**src/rtl/pipe_hazard_pkg.sv**
```systemverilog
// Shared types and constants for the pipeline hazard controller.
// The rd field is sized to the largest supported register-address width.
package pipe_hazard_pkg;

  localparam int HZ_RD_W = 16;
  localparam int FWD_RF  = 0;

  typedef struct packed {
    logic               valid;
    logic               we;
    logic               load;
    logic [HZ_RD_W-1:0] rd;
  } hz_entry_t;

  function automatic int sel_width(input int depth);
    return $clog2(depth + 1);
  endfunction

endpackage

```
**src/rtl/pipe_hazard_ctrl_entry_pipe.sv**
```systemverilog
// hazard_entry_pipe: DEPTH-entry shift register of in-flight register writes.
// Entry 0 takes either the issuing instruction or a bubble; the oldest entry drops out.
module hazard_entry_pipe
  import pipe_hazard_pkg::*;
#(
  parameter int DEPTH = 3
) (
  input  logic                  clk_i,
  input  logic                  reset_i,
  input  logic                  bubble_i,
  input  hz_entry_t             entry_i,
  output hz_entry_t [DEPTH-1:0] entries_o
);

  hz_entry_t [DEPTH-1:0] entries_q;
  hz_entry_t [DEPTH-1:0] entries_d;

  // NOTE: a combinational block assigns a default to every output first, so no latch can be inferred.
  always_comb begin
    entries_d    = '0;
    entries_d[0] = bubble_i ? hz_entry_t'('0) : entry_i;
    for (int k = 1; k < DEPTH; k++) begin
      entries_d[k] = entries_q[k-1];
    end
  end

  // NOTE: non-blocking updates let every stage capture its neighbour's pre-edge value.
  // NOTE: whole entries are cleared on reset, so rd/load never feed X into the compares.
  always_ff @(posedge clk_i) begin
    if (reset_i) begin
      entries_q <= '0;
    end else begin
      entries_q <= entries_d;
    end
  end

  assign entries_o = entries_q;

endmodule

```
**src/rtl/pipe_hazard_ctrl.sv**
```systemverilog
// pipe_hazard_ctrl: decode stall, operand forwarding selects and branch flush.
// Define HAZARD_FWD_EN for forwarding with load-use stalls; otherwise any RAW stalls.
module pipe_hazard_ctrl
  import pipe_hazard_pkg::*;
#(
  parameter int REG_AW     = 4,
  parameter int DEPTH      = 3,
  parameter int LOAD_STAGE = 1,
  parameter int CNT_W      = 32
) (
  input  logic                          clk_i,
  input  logic                          reset_i,
  input  logic                          issue_valid_i,
  input  logic                          issue_we_i,
  input  logic                          issue_load_i,
  input  logic [REG_AW-1:0]             issue_rd_i,
  input  logic                          src1_used_i,
  input  logic [REG_AW-1:0]             src1_addr_i,
  input  logic                          src2_used_i,
  input  logic [REG_AW-1:0]             src2_addr_i,
  input  logic                          branch_i,
  output logic                          stall_o,
  output logic                          flush_o,
  output logic [sel_width(DEPTH)-1:0]   fwd1_sel_o,
  output logic [sel_width(DEPTH)-1:0]   fwd2_sel_o,
  output logic [CNT_W-1:0]              stall_cnt_o
);

  localparam int SEL_W = sel_width(DEPTH);

  typedef struct packed {
    logic             hazard;
    logic [SEL_W-1:0] sel;
  } src_res_t;

  hz_entry_t [DEPTH-1:0] tracker;
  hz_entry_t             issue_entry;
  logic                  bubble;
  src_res_t              res1;
  src_res_t              res2;
  logic                  stall;
  logic [CNT_W-1:0]      cnt_q;
  logic [CNT_W-1:0]      cnt_d;

  function automatic logic src_match(input hz_entry_t e, input logic used,
                                     input logic [REG_AW-1:0] addr);
    return used && e.valid && e.we && (e.rd == HZ_RD_W'(addr));
  endfunction

  function automatic src_res_t resolve_src(input logic used, input logic [REG_AW-1:0] addr,
                                           input hz_entry_t [DEPTH-1:0] ents);
    src_res_t r;
`ifdef HAZARD_FWD_EN
    logic hit;
    logic hit_load;
    int   hit_idx;
`endif
    r.hazard = 1'b0;
    r.sel    = SEL_W'(FWD_RF);
`ifdef HAZARD_FWD_EN
    hit      = 1'b0;
    hit_load = 1'b0;
    hit_idx  = 0;
    // Scan oldest to youngest so the youngest producer is the one left standing.
    for (int k = DEPTH - 1; k >= 0; k--) begin
      if (src_match(ents[k], used, addr)) begin
        hit      = 1'b1;
        hit_load = ents[k].load;
        hit_idx  = k;
      end
    end
    if (hit) begin
      if (hit_load && (hit_idx < LOAD_STAGE)) begin
        r.hazard = 1'b1;
      end else begin
        r.sel = SEL_W'(hit_idx + 1);
      end
    end
`else
    // The last entry is skipped: the register file writes through in that cycle.
    for (int k = 0; k < DEPTH - 1; k++) begin
      if (src_match(ents[k], used, addr)) begin
        r.hazard = 1'b1;
      end
    end
`endif
    return r;
  endfunction

`ifndef HAZARD_FWD_EN
  logic unused_fwd_cfg;
  assign unused_fwd_cfg = LOAD_STAGE[0];
`endif

  always_comb begin
    res1  = resolve_src(src1_used_i, src1_addr_i, tracker);
    res2  = resolve_src(src2_used_i, src2_addr_i, tracker);
    // A taken branch kills the decode instruction, so its hazard is moot.
    stall = (res1.hazard | res2.hazard) & ~branch_i;
  end

  always_comb begin
    issue_entry.valid = 1'b1;
    issue_entry.we    = issue_we_i;
    issue_entry.load  = issue_load_i;
    issue_entry.rd    = HZ_RD_W'(issue_rd_i);
    bubble            = stall | branch_i | ~issue_valid_i;
  end

  hazard_entry_pipe #(
    .DEPTH(DEPTH)
  ) u_entry_pipe (
    .clk_i    (clk_i),
    .reset_i  (reset_i),
    .bubble_i (bubble),
    .entry_i  (issue_entry),
    .entries_o(tracker)
  );

  always_comb begin
    cnt_d = cnt_q;
    if (stall && !(&cnt_q)) begin
      cnt_d = cnt_q + 1'b1;
    end
  end

  always_ff @(posedge clk_i) begin
    if (reset_i) begin
      cnt_q <= '0;
    end else begin
      cnt_q <= cnt_d;
    end
  end

  assign stall_o     = stall;
  assign flush_o     = branch_i;
  assign fwd1_sel_o  = res1.sel;
  assign fwd2_sel_o  = res2.sel;
  assign stall_cnt_o = cnt_q;

endmodule

```
**config.mk**
```make
export PLATFORM = sky130hd
export DESIGN_NAME = pipe_hazard_ctrl
export DESIGN_NICKNAME = d
export VERILOG_FILES = /design/src/rtl/pipe_hazard_pkg.sv /design/src/rtl/pipe_hazard_ctrl_entry_pipe.sv /design/src/rtl/pipe_hazard_ctrl.sv
export SDC_FILE = /design/constraint.sdc
export NUM_CORES = 1
export LEC_CHECK = 0
export CAP_MARGIN = 20
export CORE_MARGIN = 2
export CORE_UTILIZATION = 59
export DETAILED_ROUTE_END_ITERATION = 8
export PLACE_DENSITY = 0.9
export SYNTH_ARGS = -nofsm -noshare
export SYNTH_HDL_FRONTEND = slang
export SYNTH_HIERARCHICAL = 1
export SYNTH_SLANG_ARGS = --single-unit
```
**constraint.sdc**
```tcl
create_clock -name clk_i -period 3.2 [get_ports clk_i]
set_input_delay 0.64 -clock clk_i [delete_from_list [all_inputs] [get_ports clk_i]]
set_output_delay 0.64 -clock clk_i [all_outputs]
set_load 0.05 [all_outputs]
```
==> results of run 1 <==
[routing by layer]
metal	part of all wire	wire length (um)	vias up
li1	-	-	1245
met1	0.40	2540	1193
met2	0.51	3245	95
met3	0.052	327	23
met4	0.032	203	0
met5	0	0	-
[placed cells by master (no fill, tap or decap), types with 6 or more instances in the layout]
cell	n
sky130_fd_sc_hd__nand4_1	10
sky130_fd_sc_hd__nor4_1	6
sky130_fd_sc_hd__and3_1	6
sky130_fd_sc_hd__o31ai_1	9
sky130_fd_sc_hd__or3_1	20
sky130_fd_sc_hd__a21oi_1	29
sky130_fd_sc_hd__nand3_1	16
sky130_fd_sc_hd__clkdlybuf4s50_1	50
sky130_fd_sc_hd__or4_1	12
sky130_fd_sc_hd__nor2_1	7
sky130_fd_sc_hd__nor3b_2	18
sky130_fd_sc_hd__conb_1	17
sky130_fd_sc_hd__dfxtp_1	68
sky130_fd_sc_hd__nand2_1	12
sky130_fd_sc_hd__clkbuf_8	11
sky130_fd_sc_hd__nor2b_1	19
sky130_fd_sc_hd__xor2_1	13
sky130_fd_sc_hd__o21ai_0	20
[worst min path at each step]
stage                     slack [ns]                                   from                                     to
after detailed placement        0.46   u_entry_pipe/entries_o[5]$_SDFF_PP0_  u_entry_pipe/entries_o[24]$_SDFF_PP0_
after global routing            0.48   u_entry_pipe/entries_o[7]$_SDFF_PP0_  u_entry_pipe/entries_o[26]$_SDFF_PP0_
final                           0.46   u_entry_pipe/entries_o[5]$_SDFF_PP0_  u_entry_pipe/entries_o[24]$_SDFF_PP0_
after CTS                       0.47   u_entry_pipe/entries_o[5]$_SDFF_PP0_  u_entry_pipe/entries_o[24]$_SDFF_PP0_
after floorplan                 0.44   u_entry_pipe/entries_o[4]$_SDFF_PP0_  u_entry_pipe/entries_o[23]$_SDFF_PP0_
after global placement          0.45  u_entry_pipe/entries_o[13]$_SDFF_PP0_  u_entry_pipe/entries_o[32]$_SDFF_PP0_
[sequential cells by signal, indices dropped and copies added, names as in the netlist]
| signal | count |
|---|---|
| stall_cnt_o | 32 |
| u_entry_pipe/entries_o | 36 |
[final cells by class]
type / instances / area [um2] / share of cell area
Clock buffer: 11 / 151.4 / 0.03950
Multi-Input combinational cell: 233 / 1509 / 0.3937
Clock inverter: 4 / 120.1 / 0.03134
Inverter: 3 / 11.26 / 0.002938
Tap cell: 67 / 83.83 / 0.02187
Timing Repair Buffer: 58 / 595.6 / 0.1554
Sequential cell: 68 / 1361 / 0.3552
[critical path, stage by stage]
cell and delay, ns:
sky130_fd_sc_hd__clkdlybuf4s50_1 0.51, sky130_fd_sc_hd__xnor2_1 0.15, sky130_fd_sc_hd__nand4_1 0.13, sky130_fd_sc_hd__or4_1 0.43, sky130_fd_sc_hd__a21oi_2 0.20, sky130_fd_sc_hd__nor2_1 0.12, sky130_fd_sc_hd__nor2_2 0.15, sky130_fd_sc_hd__buf_12 0.15
[through the flow]
step           cell area (um2)  total power [W]  std cells  utilization  setup slack, ns
2_1_floorplan             3047        0.0009505        328            -           0.3699
3_3_place_gp              3558        0.0009737        429       0.7387           0.1135
3_5_place_dp              3558        0.0009759        429       0.7387          0.09430
4_1_cts                   3830         0.001911        444       0.7951          0.04157
5_1_grt                   3832         0.001962        444       0.7956          0.02388
6_report                  3832         0.001905        444       0.7956          0.07820
[power by group through the flow]
stage | Clock (W) | Combinational [W] | Sequential (W)
after global placement | 0 | 0.0000938 | 0.000880
after global routing | 0.000995 | 0.000105 | 0.000862
after CTS | 0.000953 | 0.0000965 | 0.000861
after floorplan | 0 | 0.0000715 | 0.000879
after detailed placement | 0 | 0.0000954 | 0.000881
final | 0.000947 | 0.0000968 | 0.000861
[repair_timing]
item | in CTS | in global routing
hold endpoints to repair | 0 | 0
hold buffers | 0 | 0
resized for setup | 0 | 1
setup endpoints to repair | 0 | 1
==> results.txt, run 1 <==
----------------------------------------------------
[Status]
  Run status ... completed

[Power and ir drop]
  Total net switching power ... 0.0003710 W
  Power Density ... 497.2 mW/mm2
  Static Leak ... 1.314 nW
  Flop pwr share ... 0.452
  Worst VDD drop ... 372.5 uV
  Switching Share ... 0.1947
  Clock network power share ... 0.497
  Internal Power ... 0.001534 W
  Share of power burned in combinational logic ... 0.051

[STA]
  Final period utilization ... 0.9756
  Setup repair after global routing missed its margin ... false
  Max-Slew Margin vs Limit ... 0.5840
  Smallest hold slack ... 0.4648 ns
  Number of failing setup endpoints in the final timing report ... 0
  Worst Clk Skew ... 0.007009 ns
  Minimum clock period after layout ... 3.122 ns
  Setup tns final ... 0 ns
  Worst-margin pin slew ... 0.6240 ns
  Top achievable clock speed ... 320.3 MHz
  Hold Violations, Final ... 0
  Number of pins with negative max-slew slack in the final report ... 0

[Synthesis]
  Per-instance average area after synthesis ... 9.554 um2
  Count of yosys warnings during synthesis ... 6
  Number of cells produced by synthesis ... 313
  Netlist area before placement ... 0.002990 mm2

[Setup path]
  Worst reg2reg endpoint ... stall_cnt_o[29]$_SDFFE_PP0P_
  Type of the setup path with the least slack ... in -> out
  Critical path endpoint category ... output pin
  Logic depth of the worst register-to-register path ... 7
  Critical path capture point ... stall_o
  Type of origin of the critical path ... input pin
  Arrival time reported for the critical path endpoint ... 2.48 ns
  Largest fanout on the critical path ... 2
  Worst r2r src ... stall_cnt_o[8]$_SDFFE_PP0P_
  Data required time at the worst endpoint ... 2.56 ns
  Slack of the worst reg-to-reg path ... 0.75 ns
  Launching instance or port of the critical path ... src2_addr_i[1]

[Clock network]
  Clock latency at the later pin of the worst-skew pair ... 0.34 ns
  Clock tree buffer depth ... 2
  Clock edge transition at the registers on the reported setup and hold paths ... 0.07 ns
  Clock Root Buffer ... sky130_fd_sc_hd__clkbuf_8
  TritonCTS clock tree ... built
  Cts bufs inserted ... 9
  Count of buffers added by post-CTS timing repair for setup ... 0
  H-tree levels ... 3
  CTS sink count ... 68

[Global routing]
  Met2 Track Usage GR ... 0.4259
  GRT Resource Usage Total ... 0.2457
  Antenna violations before repair ... 0
  Met1 global-route usage ... 0.2729
  Via count of the first global-routing pass ... 2434
  Global route total overflow ... 0
  Pin count of the biggest net entering global routing ... 40
  Global-route wire length before repair ... 10.49 mm
  Met3 track demand over resource in global routing ... 0.07764
  Busiest layer in global routing ... met2

[Cells and area]
  Proportion of layout cells with a drive suffix above 1 ... 0.1273
  Diodes inserted ... 0
  Synth-to-layout area growth ... 28.16%
  Final nets ... 394
  Filler Cell Count ... 341

[Drt]
  Via count of the routed design ... 2556
  DRC violations left ... 0
  Drt via density ... 5.757
  Routed WL ... 6.317 mm
  Post-detailed-route wirelength per cell ... 14.23 um
  DRC marker count from the first detailed-route iteration ... 188
  Detailed-router iteration count before antenna repair ... 4
  Antenna viol nets, final ... 0

[Placement]
  Detailed placer's ending HPWL ... 4.247 mm
  Count of input and output buffers ... 52
  Weighted congestion at the end of routability-driven global placement ... 0.8309

[Die]
  Full die area ... 0.005654 mm2
  Initial core utilization ... 0.6208
  Die outline width ... 75.19 um
  # IOs ... 58
  Std-Cell Core Area ... 0.004817 mm2
  Cell row count ... 25
  Y dimension of the die ... 75.19 um

[Run]
  Number of max-cap violations ... 0

[Min path]
  Hold path cells ... 1
  Type of the most critical hold path ... reg -> reg

----------------------------------------------------
No activity file was read; power rests on OpenSTA's default activity.
==> run 2: changes to the inputs <==
--- a/config.mk
+++ b/config.mk
@@ -6,7 +6,7 @@
 export NUM_CORES = 1
 export LEC_CHECK = 0
 export CAP_MARGIN = 20
-export CORE_MARGIN = 2
+export CORE_MARGIN = 5
 export CORE_UTILIZATION = 59
 export DETAILED_ROUTE_END_ITERATION = 8
 export PLACE_DENSITY = 0.9
==> run 2 against run 1 <==
Against the previous run:
- routed wire length shrank 0.16%
- cell count grew 0.68%
- sequential share of layout area grew 0.38 points
- sequential power is essentially flat
- non-clock buffer count shrank 1
==> results.txt, run 2 (synthesis results as in run 1) <==
----------------------------------------------------
[STA]
  Hold Violations, Final ... 0
  Number of failing setup endpoints in the final timing report ... 0
  Worst Clk Skew ... 0.009337 ns
  Minimum clock period after layout ... 3.066 ns
  Worst-margin pin slew ... 0.6172 ns
  Setup slack after layout ... 0.1339 ns
  Max-Slew Margin vs Limit ... 0.5885
  Number of pins with negative max-slew slack in the final report ... 0
  Final period utilization ... 0.9582
  Top achievable clock speed ... 326.1 MHz

[Global routing]
  Via count of the first global-routing pass ... 2282
  GRT Resource Usage Total ... 0.2057
  Global route total overflow ... 0
  Antenna violations before repair ... 0
  Pin count of the biggest net entering global routing ... 62
  Global-route wire length before repair ... 10.36 mm

[Setup path]
  Largest fanout on the critical path ... 2
  Slack of the worst reg-to-reg path ... 0.88 ns
  CP top delay family ... simple AND/OR/NAND/NOR gates
  Ordered cell list for the critical path ... clkdlybuf4s50_1, xnor2_1, nand4_1, or4_1, a21oi_2, nor2_1, nor2_2, buf_12
  Logic depth of the worst register-to-register path ... 9
  Cell with the largest stage delay on the worst path ... sky130_fd_sc_hd__clkdlybuf4s50_1
  Worst reg2reg endpoint ... stall_cnt_o[14]$_SDFFE_PP0P_
  Critical path capture point ... stall_o
  Crit path depth ... 8
  Arrival time reported for the critical path endpoint ... 2.43 ns
  Critical path endpoint category ... output pin
  Worst r2r src ... stall_cnt_o[0]$_SDFFE_PP0P_
  WP buf/inv ... 2
  Type of the setup path with the least slack ... in -> out
  Data required time at the worst endpoint ... 2.56 ns
  Type of origin of the critical path ... input pin
  Launching instance or port of the critical path ... src1_addr_i[0]
  Highest cell delay on the worst timing path ... 0.47 ns

[Die]
  Die outline width ... 81.19 um
  # IOs ... 58
  Y dimension of the die ... 81.19 um
  Initial core utilization ... 0.5969
  Full die area ... 0.006592 mm2
  Std-Cell Core Area ... 0.005010 mm2
  Cell row count ... 26

[Drt]
  Via count of the routed design ... 2449
  Post-detailed-route wirelength per cell ... 14.11 um
  Routed WL ... 6.307 mm
  DRC marker count from the first detailed-route iteration ... 208
  DRC violations left ... 0
  Detailed-router iteration count before antenna repair ... 4
  Drt via density ... 5.479
  Antenna viol nets, final ... 0

[Placement]
  Detailed placer's ending HPWL ... 4.287 mm
  Minimum setup slack after placement ... 0.09320 ns
  Number of placed instances with taps included ... 431
  Weighted congestion at the end of routability-driven global placement ... 0.7901
  Cell Area, Placed ... 0.003542 mm2
  Count of input and output buffers ... 52

[Clock network]
  Gates resized, CTS repair ... 0
  Clock latency at the later pin of the worst-skew pair ... 0.35 ns
  Number of hold-repair buffers added at the cts stage ... 0
  Clock Root Buffer ... sky130_fd_sc_hd__clkbuf_8
  Clock edge transition at the registers on the reported setup and hold paths ... 0.07 ns
  Clock tree buffer depth ... 2
  CTS sink count ... 68
  Cts bufs inserted ... 9
  H-tree levels ... 3
  Count of buffers added by post-CTS timing repair for setup ... 0
  TritonCTS clock tree ... built

[Cells and area]
  Post-route standard cell area excluding fillers ... 0.003792 mm2
  Synth-to-layout area growth ... 26.82%
  Final nets ... 393
  Sequential cell area ... 0.001361 mm2
  Number of flip-flops in the largest register ... 36
  Filler Cell Count ... 370
  Area occupied by multi-input gates ... 0.001509 mm2
  Most common cell after layout, fill and taps aside ... sky130_fd_sc_hd__dfxtp_1
  Proportion of layout cells with a drive suffix above 1 ... 0.1273
  Top library cells by usage in the layout, fill and taps aside ... sky130_fd_sc_hd__dfxtp_1, sky130_fd_sc_hd__clkdlybuf4s50_1, sky130_fd_sc_hd__a21oi_1
  Diodes inserted ... 0
  Post-Layout Cell Count ... 447
  Final Core Density ... 0.7570

[Status]
  Run status ... completed

[Min path]
  Type of the most critical hold path ... reg -> reg

[Power and ir drop]
  Power Density ... 480.5 mW/mm2
  Static Leak ... 1.290 nW
  Worst VDD drop ... 349.5 uV

[Run]
  Number of max-cap violations ... 0

----------------------------------------------------
==> run 2: changes by cell type in the layout (fill, tap and decap cells not counted), sizes merged <==
cell	change
clkinvlp	+1
bufinv	-1
buf	-1
clkbuf	-2
inv	+1
clkinv	+2
==> run 2: cell type report <==
class	count	area share
clock buffers	9	0.03266
flip-flops and latches	68	0.3590
well taps	70	0.02309
inverters	3	0.002969
multi-input cells	233	0.3979
repair buffers	57	0.1518
clock inverters	7	0.03266
==> run 2: worst reg2reg max path, delay by kind of cell (launching register included) <==
kind	cells	cell delay, ns
flip-flops	1	0.39
AO/OA/AOI/OAI	3	0.50
buffers and inverters	2	0.36
AND/OR/NAND/NOR	3	0.70
adder cells (fa/ha/maj)	1	0.30
==> run 2: power by group <==
part	total (W)	switching (W)	internal [W]
Combinational	0.0000969	0.0000541	0.0000428
Sequential	0.000861	0.00000557	0.000855
Clock	0.000865	0.000342	0.000523
==> run 2: layer usage <==
metal,routed length (um),global-route usage,up-vias
li1,-,-,1231
met1,2583,0.2321,1130
met2,3209,0.3563,72
met3,327,0.05654,16
met4,187,0.09966,0
met5,0,0,-
==> run 2: how the worst min path moves through the flow <==
| stage | start | endpoint | slack [ns] | cells past startpoint |
|---|---|---|---|---|
| final | u_entry_pipe/entries_o[9]$_SDFF_PP0_ | u_entry_pipe/entries_o[28]$_SDFF_PP0_ | 0.47 | 1 |
| after CTS | u_entry_pipe/entries_o[4]$_SDFF_PP0_ | u_entry_pipe/entries_o[23]$_SDFF_PP0_ | 0.47 | 1 |
| after global placement | u_entry_pipe/entries_o[13]$_SDFF_PP0_ | u_entry_pipe/entries_o[32]$_SDFF_PP0_ | 0.45 | 1 |
| after global routing | u_entry_pipe/entries_o[9]$_SDFF_PP0_ | u_entry_pipe/entries_o[28]$_SDFF_PP0_ | 0.49 | 1 |
| after floorplan | u_entry_pipe/entries_o[4]$_SDFF_PP0_ | u_entry_pipe/entries_o[23]$_SDFF_PP0_ | 0.44 | 1 |
| after detailed placement | u_entry_pipe/entries_o[4]$_SDFF_PP0_ | u_entry_pipe/entries_o[23]$_SDFF_PP0_ | 0.45 | 1 |
==> run 2: per-stage QoR <==
| stage | setup TNS [ns] | hold WS [ns] | total power, W |
|---|---|---|---|
| 2_1_floorplan | 0 | 0.4385 | 0.0009505 |
| 3_3_place_gp | 0 | 0.4488 | 0.0009730 |
| 3_5_place_dp | 0 | 0.4536 | 0.0009762 |
| 4_1_cts | 0 | 0.4666 | 0.001830 |
| 5_1_grt | -0.0007219 | 0.4868 | 0.001878 |
| 6_report | 0 | 0.4662 | 0.001822 |
